`src/rtl/mv_to_bcd_fmt.sv`:
```
`default_nettype none
// ============================================================================
//  Module   : mv_to_bcd_fmt
//  Purpose  : Converts an unsigned 16-bit millivolt value into four BCD digits
//             plus a decimal-point mask for a 4-digit seven-segment display.
//             Binary-to-BCD uses an iterative double-dabble (shift-and-add-3)
//             engine. The display range is selected automatically
//             ("x.xxx V" or "xx.xx V"). Values at or above OVR_MV are flagged
//             as over-range and shown blank.
//  Ports    : clk       - system clock
//             rst_n     - asynchronous active-low reset
//             start     - one-cycle convert request, ignored while busy
//             value_mv  - measurement in mV, sampled on the accepting edge
//             bcd       - four BCD digits, [15:12] is the leftmost digit
//             bcd_dp    - decimal-point mask, bit 3 is the leftmost digit
//             range_hi  - 0: x.xxx V, 1: xx.xx V
//             ovf       - last accepted value was >= OVR_MV
//             busy      - conversion in progress
//             done      - one-cycle pulse when new outputs are valid
//  Revision : 1.0 - initial release
// ============================================================================
module mv_to_bcd_fmt #(
    parameter int unsigned OVR_MV = 50000
) (
    input  logic        clk,
    input  logic        rst_n,
    input  logic        start,
    input  logic [15:0] value_mv,
    output logic [15:0] bcd,
    output logic [3:0]  bcd_dp,
    output logic        range_hi,
    output logic        ovf,
    output logic        busy,
    output logic        done
);

    typedef enum logic [1:0] {
        ST_IDLE   = 2'd0,
        ST_SHIFT  = 2'd1,
        ST_FORMAT = 2'd2
    } state_t;

    localparam logic [4:0] c_LAST_SHIFT = 5'd15;

    state_t      r_state_q, w_state_d;
    logic [15:0] r_bin_q,   w_bin_d;
    logic [19:0] r_scr_q,   w_scr_d;
    logic [4:0]  r_cnt_q,   w_cnt_d;
    logic        r_ovr_q,   w_ovr_d;
    logic [15:0] r_bcd_q,   w_bcd_d;
    logic [3:0]  r_dp_q,    w_dp_d;
    logic        r_rng_q,   w_rng_d;
    logic        r_ovf_q,   w_ovf_d;
    logic        r_done_q,  w_done_d;

    // Scratch digits after the add-3 correction; each digit is handled
    // independently, so no carry ever crosses a digit boundary.
    logic [19:0] w_corr;

    always_comb begin
        w_corr = r_scr_q;
        for (int i = 0; i < 5; i++) begin
            if (r_scr_q[i*4 +: 4] >= 4'd5) begin
                w_corr[i*4 +: 4] = r_scr_q[i*4 +: 4] + 4'd3;
            end
        end
    end

    always_comb begin
        w_state_d = r_state_q;
        w_bin_d   = r_bin_q;
        w_scr_d   = r_scr_q;
        w_cnt_d   = r_cnt_q;
        w_ovr_d   = r_ovr_q;
        w_bcd_d   = r_bcd_q;
        w_dp_d    = r_dp_q;
        w_rng_d   = r_rng_q;
        w_ovf_d   = r_ovf_q;
        w_done_d  = 1'b0;

        case (r_state_q)
            ST_IDLE: begin
                if (start) begin
                    w_bin_d   = value_mv;
                    w_scr_d   = 20'd0;
                    w_cnt_d   = 5'd0;
                    w_ovr_d   = ({16'd0, value_mv} >= OVR_MV);
                    w_state_d = ST_SHIFT;
                end
            end

            ST_SHIFT: begin
                // {scratch, binary} shifted left by one as a single 36-bit word
                w_scr_d = {w_corr[18:0], r_bin_q[15]};
                w_bin_d = {r_bin_q[14:0], 1'b0};
                w_cnt_d = r_cnt_q + 5'd1;
                if (r_cnt_q == c_LAST_SHIFT) begin
                    w_state_d = ST_FORMAT;
                end
            end

            ST_FORMAT: begin
                if (r_ovr_q) begin
                    // All-ones digits are rendered blank by the display
                    w_bcd_d = 16'hFFFF;
                    w_dp_d  = 4'b0000;
                    w_rng_d = 1'b0;
                    w_ovf_d = 1'b1;
                end else if (r_scr_q[19:16] == 4'd0) begin
                    w_bcd_d = r_scr_q[15:0];
                    w_dp_d  = 4'b1000;
                    w_rng_d = 1'b0;
                    w_ovf_d = 1'b0;
                end else begin
                    // Drop the units-of-mV digit; truncation, not rounding
                    w_bcd_d = r_scr_q[19:4];
                    w_dp_d  = 4'b0100;
                    w_rng_d = 1'b1;
                    w_ovf_d = 1'b0;
                end
                w_done_d  = 1'b1;
                w_state_d = ST_IDLE;
            end

            default: begin
                w_state_d = ST_IDLE;
            end
        endcase
    end

    always_ff @(posedge clk or negedge rst_n) begin
        if (!rst_n) begin
            r_state_q <= ST_IDLE;
            r_bin_q   <= 16'd0;
            r_scr_q   <= 20'd0;
            r_cnt_q   <= 5'd0;
            r_ovr_q   <= 1'b0;
            r_bcd_q   <= 16'h0000;
            r_dp_q    <= 4'b0000;
            r_rng_q   <= 1'b0;
            r_ovf_q   <= 1'b0;
            r_done_q  <= 1'b0;
        end else begin
            r_state_q <= w_state_d;
            r_bin_q   <= w_bin_d;
            r_scr_q   <= w_scr_d;
            r_cnt_q   <= w_cnt_d;
            r_ovr_q   <= w_ovr_d;
            r_bcd_q   <= w_bcd_d;
            r_dp_q    <= w_dp_d;
            r_rng_q   <= w_rng_d;
            r_ovf_q   <= w_ovf_d;
            r_done_q  <= w_done_d;
        end
    end

    assign bcd      = r_bcd_q;
    assign bcd_dp   = r_dp_q;
    assign range_hi = r_rng_q;
    assign ovf      = r_ovf_q;
    assign done     = r_done_q;
    assign busy     = (r_state_q != ST_IDLE);

endmodule
`default_nettype wire

```
`config.mk`:
```
export PLATFORM = sky130hd
export DESIGN_NAME = mv_to_bcd_fmt
export DESIGN_NICKNAME = d
export VERILOG_FILES = /design/src/rtl/mv_to_bcd_fmt.sv
export SDC_FILE = /design/constraint.sdc
export NUM_CORES = 1
export LEC_CHECK = 0
export ABC_AREA = 1
export CORE_ASPECT_RATIO = 0.7
export CORE_UTILIZATION = 55
export CTS_CLUSTER_DIAMETER = 80
export CTS_CLUSTER_SIZE = 14
export DETAILED_ROUTE_END_ITERATION = 10
export PLACE_DENSITY = 0.77
export SLEW_MARGIN = 10
export SYNTH_ARGS = -nofsm -noshare
export SYNTH_HDL_FRONTEND = slang
export SYNTH_SLANG_ARGS = --single-unit
```
`constraint.sdc`:
```
create_clock -name clk -period 1.7 [get_ports clk]
set_input_delay 0.255 -clock clk [delete_from_list [all_inputs] [get_ports clk]]
set_output_delay 0.255 -clock clk [all_outputs]
set_load 0.01 [all_outputs]
```
Word-level counts from Yosys, hierarchy flattened
Cells that the tools add are included.
Storage, ports and cells
  register bits after elaboration: 67
  word-level logic and storage cells: 56
Cells by class
  add/sub/neg operators: 6
  magnitude comparators: 6
  eq/ne operators: 5
  multiplexer cells: 22
  reduce and logical (&&, ||, !) cells: 7
Operators with widths (number)
  16-bit two-way mux: 3
  20-bit case mux with 2 select lines: 1
  16-bit case mux with 2 select lines: 1
  4-bit two-way mux: 6
  4-bit by 3-bit greater-or-equal comparator with 1-bit output (second input constant): 5
  20-bit two-way mux: 1
  4-bit by 2-bit adder with 4-bit output (second input constant): 4
  16-bit greater-or-equal comparator (second input constant): 1
  5-bit case mux with 2 select lines: 1
  2-bit AND reduction: 3
  5-bit by 1-bit adder with 5-bit output (second input constant): 1
  5-bit by 4-bit equality test with 1-bit output (second input constant): 1
  5-bit two-way mux: 1
  4-bit logical NOT: 1
  1-bit two-way mux: 4
  2-bit two-way mux: 2
  2-bit inequality test (second input constant): 2
  2-bit case mux with 2 select lines: 1
  2-bit nonzero test: 2
  3-bit by 2-bit adder with 3-bit output (second input constant): 1
  3-bit two-way mux: 1
  2-bit by 1-bit equality test with 1-bit output (second input constant): 1
  2-bit equality test (second input constant): 1
  2-bit logical NOT: 1

Longest topological paths before layout
Gate-level depths: netlist of run 1.
  depth in word-level cells: 3
  depth in mapped cells: 8
  depth with buffers taken out: 8

Worst setup path after synthesis of run 1
Ideal clock, no wire load.
  path type: reg-to-reg
  from: register r_scr_q[16]
  to: register r_bcd_q[11], in the netlist bcd[11]
  setup time: 0.117 ns
  data arrival time: 1.243 ns
  slack: 0.340 ns
  cell stages (with the launch flop): 9
  buffers on the path: 1
  period minus slack after synthesis: 1.360 ns
  path through: dfrtp_1 -> inv_1 -> ha_1 -> nand3_4 -> nor2_4 -> buf_6 -> nand2_1 -> nand3_1 -> nand2_1
Between the ends
  word-level cells in the longest chain between the ends: 3
RTL lines
  from (decl): line 47  | logic [19:0] r_scr_q, w_scr_d;
  from (signal assigned): line 146  | r_scr_q <= w_scr_d;
  4-bit logical NOT: line 109  | end else if (r_scr_q[19:16] == 4'd0) begin
  16-bit two-way mux: line 109
  16-bit two-way mux: line 103  | if (r_ovr_q) begin
  to (signal assigned): line 149  | r_bcd_q <= w_bcd_d;
  to (decl): line 50  | logic [15:0] r_bcd_q, w_bcd_d;
Every way passes these cells.
A chain may end at the register's enable or synchronous reset.

Worst setup path in the final report of run 1
  from: register r_state_q[1]
  to: output port busy
Between the ends
  word-level cells in the longest chain between the ends: 1
RTL lines
  from (decl): line 45  | state_t r_state_q, w_state_d;
  from (signal assigned): line 144  | r_state_q <= w_state_d;
  2-bit nonzero test: line 162  | assign busy = (r_state_q != ST_IDLE);
  to (decl): line 33  | output logic busy,
Every way passes these cells.

==> impl_metrics.toml, run 1 <==
[worst_setup_path]
worst_setup_path_end_kind = "output port"
critPathRequiredTime_ns = 1.44
critical_path.top_delay_family = "buffers and inverters"
slowest_delay_ns = 0.52
path_cells = "inv_2 > nand2_1 > clkdlybuf4s50_1"
crit_cells = 3
crit_fanout = 3
worstSetupPathType = "register to output port"
slowest_stage = "clkdlybuf4s50_1"
critPathArrivalTime_ns = 1.38
cp-start-kind = "register"
critPathBufInv = 2
reg2reg_depth = 7

[grt]
grt_max_degree = 49
grt_overflow = 0
grt-busiest-layer = "met2"
grt_usage_pct = 27.54
grt_use_met1_pct = 39.31
antenna_found_initial = 0
grt_util_met2_pct = 40.31
global_route.usage.met3_pct = 5.594
first_global_vias = 2689
grt_pass1_wl_um = 13000

[logic_synthesis]
synth_area_leaders = "dfrtp_1 (49%), nand2_1 (15%), nand3_1 (8.2%)"
synth_cell_types = 23
synthArstFlopShare_pct = 100.0
synth-edff-count = 0
synth.most_common_cell = "nand2_1"
synth_top_area_share_pct = 48.74
ys_ff_latch = 64
yosys_warnings = 0
syn_avg_cell_area_sq_um = 7.975
synthCells = 412
synth_area_leader_cell = "dfrtp_1"
ys.flop_type = "dfrtp_1"
syn-cell-area_sq_mm = 0.003286
netlist_top_cells_count = "nand2_1 (127), dfrtp_1 (64), nand3_1 (54)"
ys_seq_area_share_pct = 48.74

[drt]
drc = 0
drtPass1Iterations = 5
wl_per_cell_um = 14.58
finalWirelength_um = 7861
ant_nets = 0
first_iter_violations = 322
via_per_inst = 5.482
vias = 2955

[clock_network]
numCtsBuffers = 9
worstSkewPairLatency_ns = 0.35
root_buffer = "clkbuf_8"
cts.sinks = 64
cts.path.max_buffers = 2
clkTransAtPathRegs_ns = 0.08
htreeDepth = 3
cts_tree = "built"

[placed_design]
dp_slack_ns = 0.1236
gp_congestion = 0.8729
hpwl_um = 5262
buffer_ports.inserted = 40

[final_layout]
multi_input_area_sq_mm = 0.001388
areaGrowthSynthToFinish_pct = 22.77
n_fill_cell = 459
antennaDiodeCount = 0
regArea_sq_mm = 0.001602
fin_nets = 490
drive_gt1_share_pct = 8.621

[power_and_ir_drop]
p_leak_nw = 1.985
p_total_w = 0.007665
ir_drop_mv = 0.9566
powerDensity_mw_per_mm2 = 1900

[min_path]
hold_class = "input pin to async pin"

[sta]
fin_ws_ns = 0.06041
drv_slew = 0
period_needed_ns = 1.640
hold_viol = 0
fin_skew_ns = 0.007719
min_period_over_period_pct = 96.45
max_freq_ghz = 0.6099
hold-worst-slack_ns = 0.3544
final-setup-viol-count = 0

[floorplan]
rows = 23
core_sq_mm = 0.005756
dieArea_sq_mm = 0.006292
die_w_um = 94.38
start_util_pct = 57.09
ioPinCount = 43
die_h_um = 66.67

[run_status]
status = "completed"

[flow_run]
max_cap_viol_count = 0
## cells by family after synthesis
logic type	Yosys count	synth area share, %
AOI/OAI and AO/OA	56	9.215
xor gates and xnor gates	1	0.2666
adders and majority gates	12	4.570
buffers and inverters	64	9.139
DFF	64	48.74
other	1	0.1141
and+or+nand+nor	214	27.95
## flip-flops by register name (all words and copies together), names as in the netlist
signal	cells
r_state_q	2
r_cnt_q	5
r_scr_q	20
done	1
ovf	1
r_ovr_q	1
bcd_dp	2
bcd	16
r_bin_q	16
## layer usage
layer	up-vias	share of wire (%)	routed length, um
li1	1423	-	-
met4	0	2.0	160
met5	-	0	0
met2	122	44	3430
met3	18	7.2	564
met1	1392	47	3705
## final timing paths
| path | from | end | slack [ns] |
|---|---|---|---|
| setup / recovery | r_state_q[1] | busy | 0.06 |
| hold / removal | rst_n | r_scr_q[18] | 0.35 |
| setup reg to reg | r_scr_q[12] | r_scr_q[16] | 0.11 |
| hold reg to reg | bcd[5] | bcd[5] | 0.48 |
| max in group asynchronous | rst_n | r_scr_q[10] | 0.75 |
| min in group clk | value_mv[0] | r_bin_q[0] | 0.44 |
## layout make-up
type | count | area share [%]
flip-flops and latches | 64 | 39.70
multi-input cells | 285 | 34.40
repair buffers | 51 | 12.84
inverters | 48 | 4.467
clock buffers | 10 | 3.412
clock inverters | 6 | 2.854
well taps | 75 | 2.326
## metrics by stage
stage	std cells	utilization, %	cell area, sq um	TNS (ns)
floorplan	413	-	3289	0
global placement	521	65.17	3751	0
detailed placement	521	65.17	3751	0
CTS	538	69.74	4014	0
global route	539	70.09	4034	-0.0004485
finish	539	70.09	4034	0
## cells in the final DEF (no fill, tap or decap)
master and instances:
nand3_2 1, o211ai_1 1, conb_1 2, dlygate4sd3_1 1, o21ai_1 1, ha_1 12, dfrtp_1 64, o22ai_1 14
nor2_1 22, nand2_2 3, xor2_1 1, clkdlybuf4s50_1 39, nand3_4 1, nand2_1 127, nor2_4 1, inv_2 7
clkinvlp_4 1, o21ai_0 21, inv_1 41, clkbuf_8 10, inv_6 1, buf_2 1, buf_4 7, nand4_1 5
a21oi_1 17, nand3_1 54, bufinv_16 3, clkinv_4 1, buf_12 3, a31oi_1 2
## power breakdown
group	total [W]	internal (W)	switching, W	leakage [nW]
sequential	0.00263	0.00216	0.000471	0.781
clock	0.00164	0.00102	0.000624	0.123
combinational	0.00339	0.00132	0.00208	1.08
total	0.00767	0.00450	0.00317	1.99
## repair_timing
action	CTS	global route
setup buffers	0	1
endpoints found under the setup margin	0	7
resized for setup	0	2
endpoints found under the hold margin	16	0
hold buffers	1	0
(Power assumes the default switching activity.)
==> run 2: changes to the inputs <==
--- a/config.mk
+++ b/config.mk
@@ -7,11 +7,11 @@
 export LEC_CHECK = 0
 export ABC_AREA = 1
 export CORE_ASPECT_RATIO = 0.7
-export CORE_UTILIZATION = 55
+export CORE_UTILIZATION = 40
 export CTS_CLUSTER_DIAMETER = 80
 export CTS_CLUSTER_SIZE = 14
 export DETAILED_ROUTE_END_ITERATION = 10
-export PLACE_DENSITY = 0.77
+export PLACE_DENSITY = 0.58
 export SLEW_MARGIN = 10
 export SYNTH_ARGS = -nofsm -noshare
 export SYNTH_HDL_FRONTEND = slang
==> run 2 against run 1 <==
Design area up 2.8%. Cell count rose by 5.4%. Clock skew down 0.0020 ns. Sequential cell count unchanged. Wire length grew 1.1%. Critical path depth increased by 4. Die area grew 36%. Maximum frequency up 4.4%. Combinational power barely moved. Non-clock buffer count increased by 3. Sequential share of layout area decreased by 1.1 points. Critical endpoint is now bcd[13]. Largest power group unchanged. Highest routed layer unchanged.
==> impl_metrics.toml, run 2 (synthesis gave the netlist of run 1 again) <==
[run_status]
status = "completed"

[clock_network]
cts_tree = "built"
htreeDepth = 3
worstSkewPairLatency_ns = 0.33
clkTransAtPathRegs_ns = 0.06
post_cts_buffers = 0
cts.sinks = 64
numCtsBuffers = 9
root_buffer = "clkbuf_16"
cts.path.max_buffers = 2

[final_layout]
fin_util_pct = 52.47
mostFrequentLayoutCell = "nand2_1"
antennaDiodeCount = 0
drive_gt1_share_pct = 8.779
fin_nets = 493
layout_common_cells = "nand2_1 (127), dfrtp_1 (64), nand3_1 (54)"
top_register = "r_scr_q"
largest_reg_flops = 20
areaGrowthSynthToFinish_pct = 26.24

[sta]
fin_tns_setup_ns = 0
final-setup-viol-count = 0
period_needed_ns = 1.570
fin_skew_ns = 0.005672
hold_viol = 0
max_freq_ghz = 0.6368
rsz0062_at_grt = "no"
min_period_over_period_pct = 92.37
fin_ws_ns = 0.1297
drv_slew = 0

[grt]
grt_pass1_wl_um = 13610
antenna_found_initial = 0
grt_overflow = 0
first_global_vias = 2670
grt_max_degree = 25
grt_usage_pct = 21.31

[flow_run]
max_cap_viol_count = 0

[worst_setup_path]
slowest_stage = "dfrtp_1"
crit_fanout = 14
path_cells = "inv_1 > ha_1 > nand3_4 > nor2_4 > nand2_1 > nand3_1 > nand2_1"
slowest_delay_ns = 0.39
critPathArrivalTime_ns = 1.79
worstSetupPathType = "register to register"
worst_setup_path_end_kind = "register"
cp_common_cell = "nand2_1"
cp-start-kind = "register"
critPathRequiredTime_ns = 1.92

[drt]
first_iter_violations = 209
ant_nets = 0
via_per_inst = 4.981
wl_per_cell_um = 13.99
finalWirelength_um = 7946
vias = 2829
drtPass1Iterations = 4
drc = 0

[placed_design]
gp_congestion = 0.7944
buffer_ports.inserted = 40
hpwl_um = 5505
dp_slack_ns = 0.1595

[floorplan]
ioPinCount = 43
dieArea_sq_mm = 0.008587
rows = 27
core_sq_mm = 0.007905
start_util_pct = 41.56
die_h_um = 77.83
die_w_um = 110.3

[power_and_ir_drop]
ir_drop_mv = 1.163
p_leak_nw = 2.037
powerDensity_mw_per_mm2 = 1923

[min_path]
hold_class = "input pin to async pin"
run 2: changes by cell type in the layout (fill, tap and decap cells not counted), sizes merged:
cell | previous run | this run
bufinv | 3 | 2
inv | 49 | 48
clkdlybuf4s50 | 39 | 38
dlymetal6s2s | 0 | 1
clkinv | 1 | 3
buf | 11 | 14
run 2: worst max-delay path, delay by kind of cell, from the launching register on:
| family | cells | cell delay, ns |
|---|---|---|
| adders and majority gates | 1 | 0.28 |
| buffers and inverters | 1 | 0.13 |
| DFF | 1 | 0.39 |
| and+or+nand+nor | 5 | 0.66 |
run 2: where the power goes:
part	switching, W	internal [W]
clock network	0.000673	0.00131
logic	0.00205	0.00133
registers	0.000452	0.00216
run 2: final cells by class:
cell class                 instances  area, sq um
clock buffer                      10        239.0
clock inverter                     6        82.58
fill                             732         3757
inverter                          48        180.2
multi-input combinational        285         1388
sequential                        64         1602
tap                              101        126.4
timing repair buffer              54        530.5
run 2: per-layer routing:
layer | track usage, % | routed length (um) | up-vias
li1 | - | - | 1432
met1 | 32.67 | 4154 | 1310
met2 | 28.20 | 3191 | 74
met3 | 6.134 | 477 | 13
met4 | 6.842 | 123 | 0
met5 | 0 | 0 | -
run 2: timing repair:
action	in CTS	in global routing
setup endpoints to repair	0	7
resized for setup	0	4
hold endpoints to repair	16	0
hold buffers	1	0
run 2: path summary, 6_finish.rpt:
kind                              from  slack, ns  depth (start not counted)           to
max                        r_scr_q[16]       0.13                          7      bcd[13]
min                              rst_n       0.40                          2       bcd[4]
max reg2reg                r_scr_q[16]       0.13                          7      bcd[13]
min reg2reg                    bcd[11]       0.48                          2      bcd[11]
max in group asynchronous        rst_n       0.68                          3  r_scr_q[10]
min in group clk               bcd[11]       0.48                          2      bcd[11]
run 2: metrics by stage:
stage               power, W  cell area, sq um  hold slack (ns)  cells
CTS                 0.008023              4145           0.4109    568
detailed placement  0.005987              3814           0.2284    551
floorplan           0.004953              3289         -0.04059    413
finish              0.007978              4148           0.3987    568
global placement    0.005931              3814           0.2265    551
global route        0.008707              4148           0.4279    568
